`config.mk`:
```
export PLATFORM = sky130hd
export DESIGN_NAME = down_scale_avg2x2
export DESIGN_NICKNAME = d
export VERILOG_FILES = /design/src/rtl/down_scale_avg2x2.sv
export SDC_FILE = /design/constraint.sdc
export NUM_CORES = 1
export LEC_CHECK = 0
export BUFFER_PORTS_ARGS = -buffer_cell sky130_fd_sc_hd__buf_2
export CAP_MARGIN = 20
export CORE_MARGIN = 2
export CORE_UTILIZATION = 58
export CTS_CLUSTER_SIZE = 25
export DETAILED_ROUTE_END_ITERATION = 10
export GPL_ROUTABILITY_DRIVEN = 0
export GPL_TIMING_DRIVEN = 0
export MAX_ROUTING_LAYER = met4
export PLACE_DENSITY = 0.78
export SYNTH_ARGS = -nofsm -noshare
export SYNTH_HDL_FRONTEND = slang
export SYNTH_SLANG_ARGS = --single-unit
```
`constraint.sdc`:
```
create_clock -name clk -period 2.8 [get_ports clk]
set_input_delay 0 -clock clk [delete_from_list [all_inputs] [get_ports clk]]
set_output_delay 0 -clock clk [all_outputs]
set_load 0.1 [all_outputs]
```
`src/rtl/down_scale_avg2x2.sv`:
```
// 2x2 box-filter decimator: even rows go to the line buffer, odd rows are summed
// against the stored row and every odd-row pixel pair yields one rounded average.
module down_scale_avg2x2 #(
   parameter int WIDTH = 8,
   parameter int IMG_W = 640,
   parameter int IMG_H = 480
) (
   input  logic             clk,
   input  logic             rst_n,
   input  logic             in_valid,
   input  logic             in_sof,
   input  logic [WIDTH-1:0] in_data,
   output logic             lb_we,
   output logic [WIDTH-1:0] lb_din,
   input  logic             lb_ready,
   output logic             lb_rd,
   input  logic [WIDTH-1:0] lb_dout,
   output logic             out_valid,
   output logic [WIDTH-1:0] out_data,
   output logic             out_last,
   output logic             out_eof,
   output logic             err
);

   localparam int CW = $clog2(IMG_W);
   localparam int RW = $clog2(IMG_H);
   localparam logic [CW-1:0] COL_MAX = CW'(IMG_W - 1);
   localparam logic [RW-1:0] ROW_MAX = RW'(IMG_H - 1);

   logic [CW-1:0]    col, cur_col;
   logic [RW-1:0]    row, cur_row;
   logic             sof_hit, last_col, last_row, even_wr;

   logic             s1_vld, s1_col0, s1_last, s1_eof;
   logic [WIDTH-1:0] s1_pix;
   logic [WIDTH:0]   part, pair_sum;
   logic             part_vld;
   logic [WIDTH+1:0] sum4;

   // A start-of-frame pixel is itself col 0 / row 0, so position is resolved
   // before the registered counters are consulted.
   always_comb begin
      sof_hit  = in_valid & in_sof;
      cur_col  = sof_hit ? '0 : col;
      cur_row  = sof_hit ? '0 : row;
      last_col = (cur_col == COL_MAX);
      last_row = (cur_row == ROW_MAX);
      lb_rd    = in_valid & cur_row[0];
      even_wr  = in_valid & ~cur_row[0];
   end

   always_ff @(posedge clk) begin
      if (!rst_n) begin
         col <= '0;
         row <= '0;
      end else if (in_valid) begin
         col <= last_col ? '0 : cur_col + 1'b1;
         if (last_col)
            row <= last_row ? '0 : cur_row + 1'b1;
         else
            row <= cur_row;
      end
   end

   always_ff @(posedge clk) begin
      if (!rst_n) begin
         lb_we  <= 1'b0;
         lb_din <= '0;
      end else begin
         lb_we <= even_wr;
         if (even_wr)
            lb_din <= in_data;
      end
   end

   always_ff @(posedge clk) begin
      if (!rst_n)
         err <= 1'b0;
      else if (lb_rd && !lb_ready)
         err <= 1'b1;
   end

   // Stage 1 lines the live pixel up with lb_dout, which returns a cycle after lb_rd.
   always_ff @(posedge clk) begin
      if (!rst_n) begin
         s1_vld  <= 1'b0;
         s1_pix  <= '0;
         s1_col0 <= 1'b0;
         s1_last <= 1'b0;
         s1_eof  <= 1'b0;
      end else begin
         s1_vld <= lb_rd;
         if (lb_rd) begin
            s1_pix  <= in_data;
            s1_col0 <= cur_col[0];
            s1_last <= last_col;
            s1_eof  <= last_col & last_row;
         end
      end
   end

   always_comb begin
      pair_sum = (WIDTH+1)'(s1_pix) + (WIDTH+1)'(lb_dout);
      sum4     = (WIDTH+2)'(part) + (WIDTH+2)'(s1_pix) + (WIDTH+2)'(lb_dout) + (WIDTH+2)'(2);
   end

   // part_vld guards against completing a pair whose even half belonged to an
   // aborted frame; a new frame start wins over a same-cycle even-column update.
   always_ff @(posedge clk) begin
      if (!rst_n) begin
         part      <= '0;
         part_vld  <= 1'b0;
         out_valid <= 1'b0;
         out_data  <= '0;
         out_last  <= 1'b0;
         out_eof   <= 1'b0;
      end else begin
         out_valid <= 1'b0;
         out_last  <= 1'b0;
         out_eof   <= 1'b0;
         if (s1_vld && !s1_col0)
            part <= pair_sum;
         if (sof_hit)
            part_vld <= 1'b0;
         else if (s1_vld && !s1_col0)
            part_vld <= 1'b1;
         if (s1_vld && s1_col0 && part_vld) begin
            out_valid <= 1'b1;
            out_data  <= sum4[WIDTH+1:2];
            out_last  <= s1_last;
            out_eof   <= s1_eof;
         end
      end
   end

endmodule

```
### Yosys cells after proc, flatten, opt, wreduce, memory -nomap -nowiden

Index checks and enable logic that the tools add are counted.

| word-level totals | value |
|---|---|
| bits in read-only memories | 0 |
| memories kept | 0 |
| latch bits | 0 |
| bits in writable memories | 0 |
| bits of input ports | 21 |
| register bits after elaboration | 62 |
| logic and storage cells | 44 |
| output and inout bits | 22 |

| cells by class | value |
|---|---|
| $lt $le $gt $ge | 0 |
| equality and inequality tests | 2 |
| div/mod/pow operators | 0 |
| shift operators | 0 |
| bitwise operators | 6 |
| multiply operators | 0 |
| multiplexer cells | 6 |
| reduce and logical (&&, ||, !) cells | 8 |
| $add $sub $neg | 6 |

Operators by type and width:

| operator | count |
|---|---|
| $mux W9 | 3 |
| $mux W10 | 2 |
| $add A10 B1 Y10 const B | 1 |
| $add A10 B2 Y10 const B | 1 |
| $add A10 B8 Y10 | 1 |
| $add A9 B8 Y10 | 1 |
| $eq A10 B10 Y1 const B | 1 |
| $add A8 B8 Y9 | 1 |
| $add A9 B1 Y9 const B | 1 |
| $eq A9 B9 Y1 const B | 1 |
| $and A1 B1 Y1 | 4 |
| $logic_and A1 B1 Y1 | 4 |
| $logic_not A1 Y1 | 2 |
| $not A1 Y1 | 2 |
| $reduce_and A2 Y1 | 1 |
| $reduce_or A2 Y1 | 1 |
| $mux W1 | 1 |

### Logic depth before layout (Yosys ltp)

| logic depth | value |
|---|---|
| word-level depth | 5 |
| mapped depth | 9 |
| gate-level depth less buffers | 9 |

### Worst setup path before layout

No wires, ideal clock.

| timing path | value |
|---|---|
| kind | register -> register |
| start | register s1_pix[1] |
| end | register out_data[6] |
| library setup time | 0.132 ns |
| path buffers | 0 |
| clock period less this slack | 2.165 ns |
| arrival | 2.033 ns |
| cell stages (with the launch flop) | 10 |
| required time | 2.668 ns |
| path slack | 0.635 ns |
| cells stage by stage | dfxtp_1 -> inv_1 -> ha_1 -> inv_1 -> ha_1 -> a211oi_1 -> o21ai_0 -> a2111o_1 -> o211ai_1 -> a21oi_1 |

| between the ends | value |
|---|---|
| word-level cells in the longest chain between the ends | 3 |

RTL lines:

| what | RTL line | source |
|---|---|---|
| from (decl) | 35 | `logic [WIDTH-1:0] s1_pix;` |
| from (signal assigned) | 94 | `s1_pix <= in_data;` |
| $add A9 B8 Y10 | 104 | `sum4 = (WIDTH+2)'(part) + (WIDTH+2)'(s1_pix) + (WIDTH+2)'(lb_dout) + (WIDTH+2)'(2);` |
| $add A10 B8 Y10 | 104 |  |
| $add A10 B2 Y10 | 104 |  |
| to (signal assigned) | 129 | `out_data <= sum4[WIDTH+1:2];` |
| to (decl) | 19 | `output logic [WIDTH-1:0] out_data,` |

No other way between the ends.
A chain may end at the register's enable or synchronous reset.

### Worst setup path in the final report

Same ends and word-level chain as after synthesis.

==> impl_metrics.py <==
metrics = {
    "outcome": {
        "status": "complete, no violations",
    },
    "synth": {
        "ys_types": 53,
        "post-synth-top-area-cell": "dfxtp_1",
        "syn-cell-area_sq_um": 3370,
        "ys_seq_elements": 62,
        "synth_commonest_cells": "dfxtp_1 (62), nand2_1 (62), nor2_1 (35), a21oi_1 (31), o21ai_0 (26)",
        "ys.flop_type": "dfxtp_1",
        "synth.top_cells.by_area": "dfxtp_1 (37%), ha_1 (7.1%), nand2_1 (6.9%)",
        "synth_top_area_share_pct": 36.9,
        "synth-edff-count": 0,
        "async_flop_share_pct": 0,
        "synth_seq_area_share_pct": 36.9,
        "synth_cells": 402,
        "avgSynthCellArea_sq_um": 8.38,
        "synth_warnings": 0,
        "syn-num-nets": 450,
    },
    "worst_setup_path": {
        "cp.arrival_ns": 2.81,
        "cp_slowest_cell": "dfxtp_1",
        "worstPathRequired_ns": 3.06,
        "cp-end-kind": "flip-flop",
        "crit_fanout": 4,
        "path_cells": "inv_1, ha_1, inv_1, ha_1, a211oi_1, o21ai_0, a211oi_1, o211ai_1, a21oi_1",
        "path_delay_family": "compound AO/OA/AOI/OAI gates",
        "worstPathBufferInverterCount": 2,
        "slowest_delay_ns": 0.41,
        "path_class": "flip-flop to flip-flop",
        "crit_path_start_kind": "flip-flop",
    },
    "finish": {
        "drive_gt1_share_pct": 13.7,
        "area_growth_pct": 17.5,
        "seqCellArea_sq_um": 1240,
        "layout.nets": 512,
        "diodes": 0,
        "utilization_pct": 71.4,
        "fill_cells": 453,
        "multiInputGateArea_sq_um": 2010,
    },
    "global_routing": {
        "grt_use_total_pct": 28.1,
        "grt_pass1_wl_um": 13600,
        "antenna_found_initial": 0,
        "grt_use_met1_pct": 35.1,
        "grt_overflow": 0,
        "grt.met2_usage_pct": 43.9,
        "grt_max_degree": 11,
        "grt_util_met3_pct": 5.96,
        "busiest_layer": "met2",
        "grt_pass1_vias": 3012,
    },
    "sta": {
        "slew_violations": 0,
        "finalHoldViolCount": 0,
        "finClkSkew_ns": 0.00718,
        "period_needed_ns": 2.55,
        "setup_violations": 0,
        "min_period_over_period_pct": 91.0,
        "fin_tns_setup_ns": 0,
        "relSlewSlack_pct": 55.0,
        "max_freq_mhz": 393,
        "rsz0062_at_grt": "false",
        "hold_slack_ns": 0.0664,
        "worst_pin_slew_ns": 0.671,
    },
    "run": {
        "cap_violations": 0,
    },
    "place": {
        "hpwl_um": 5780,
        "portBuffers": 42,
    },
    "floorplanning": {
        "die_w_um": 80.2,
        "initial_utilization_pct": 60.8,
        "io_pins": 43,
        "dieArea_sq_um": 6430,
        "rows": 27,
        "die_h_um": 80.2,
        "fp.coreArea_sq_um": 5540,
    },
    "routing": {
        "vias": 3114,
        "detail_route.iter0.violations": 155,
        "drc": 0,
        "ant_nets": 0,
        "wl_per_cell_um": 14.7,
        "first_pass_iters": 5,
        "via_per_inst": 5.77,
        "routed_wl_um": 7930,
    },
    "clock_tree": {
        "ctsHtreeMaxLevel": 3,
        "root_buffer": "clkbuf_8",
        "cts_buffer_depth": 2,
        "cts_tree": "done",
        "clk_latency_ns": 0.33,
        "cts_made_buffers": 9,
        "cts.repair.resized": 0,
        "clkSinkCount": 62,
        "clkSlewWorstSetupHoldPaths_ns": 0.07,
    },
    "power": {
        "p_per_area_nw_per_um2": 477,
        "p_leak_nw": 1.68,
        "max-vdd-ir-drop_v": 0.000378,
    },
    "worst_hold_path": {
        "hp-class": "input pin to flip-flop",
    },
}
## logic make-up after synthesis
family          after synthesis  share of synthesized area [%]
buf+inv                      30                           3.46
fa+ha+maj                    27                           11.8
compound gates              106                           19.8
flops                        62                           36.9
xor+xnor                      6                           1.56
mux                           9                           2.68
simple gates                162                           23.9
## routing by layer
| layer | part of all wire (%) | up-vias | wire, um |
|---|---|---|---|
| li1 | - | 1548 | - |
| met1 | 46 | 1435 | 3620 |
| met2 | 46 | 117 | 3640 |
| met3 | 6.9 | 14 | 545 |
| met4 | 1.6 | 0 | 128 |
| met5 | 0 | - | 0 |
## cell usage in the layout, fill, tap and decap left out, drive strengths merged, types with 9 or more instances in the layout
master	count
nand2	62
dfxtp	62
buf	45
nor2	35
a21oi	31
o21ai	27
clkbuf	26
ha	19
inv	12
and2	11
nand3	10
mux2i	9
dlygate4sd3	9
## through the flow
| stage | power [mW] | cells | setup slack (ns) | area, sq um |
|---|---|---|---|---|
| 2_1_floorplan | 1.05 | 402 | 0.635 | 3370 |
| 4_1_cts | 1.90 | 540 | 0.293 | 3960 |
| 5_1_grt | 1.96 | 540 | 0.0317 | 3960 |
| 6_report | 1.89 | 540 | 0.253 | 3960 |
| 3_3_place_gp | 1.10 | 516 | 0.375 | 3670 |
| 3_5_place_dp | 1.10 | 516 | 0.316 | 3670 |
## layout make-up
type                       count  area share [%]
sequential                    62            31.4
clock inverter                 3            1.11
tap                           72            2.28
multi-input combinational    310            50.8
inverter                      13            1.23
buffer                        17            1.71
clock buffer                  12            3.92
timing repair buffer          51            7.59
## final timing paths
kind / cells after the start / startpoint / slack (ns) / to
worst max-delay path: 9 / s1_pix[1]$_SDFFE_PN0P_ / 0.25 / out_data[6]$_SDFFE_PN0P_
worst min register to register: 2 / out_data[2]$_SDFFE_PN0P_ / 0.45 / out_data[2]$_SDFFE_PN0P_
worst max register to register: 9 / s1_pix[1]$_SDFFE_PN0P_ / 0.25 / out_data[6]$_SDFFE_PN0P_
worst min-delay path: 3 / in_valid / 0.07 / col[3]$_SDFFE_PN0P_
## registers in the layout, summed over array words and instances (netlist names)
signal,flops
col,10
err,1
lb_din,8
lb_we,1
out_data,8
out_eof,1
out_last,1
out_valid,1
part,9
part_vld,1
row,9
s1_col0,1
s1_eof,1
s1_last,1
s1_pix,8
s1_vld,1
## worst register-to-register path: stages (launching register included)
cell      delay, ns
dfxtp_1        0.41
inv_1          0.07
ha_1           0.30
inv_1          0.05
ha_1           0.30
a211oi_1       0.41
o21ai_0        0.26
a211oi_1       0.35
o211ai_1       0.16
a21oi_1        0.17
## report_power, final
part           total, mW  internal, mW  switching [mW]
clock network      0.790         0.455           0.335
logic              0.200        0.0601           0.140
registers          0.896         0.891         0.00525
## repair_timing
item | in CTS | in global routing
hold buffers | 9 | 0
setup buffers | 0 | 0
hold endpoints to repair | 17 | 0
(Power assumes the default switching activity.)
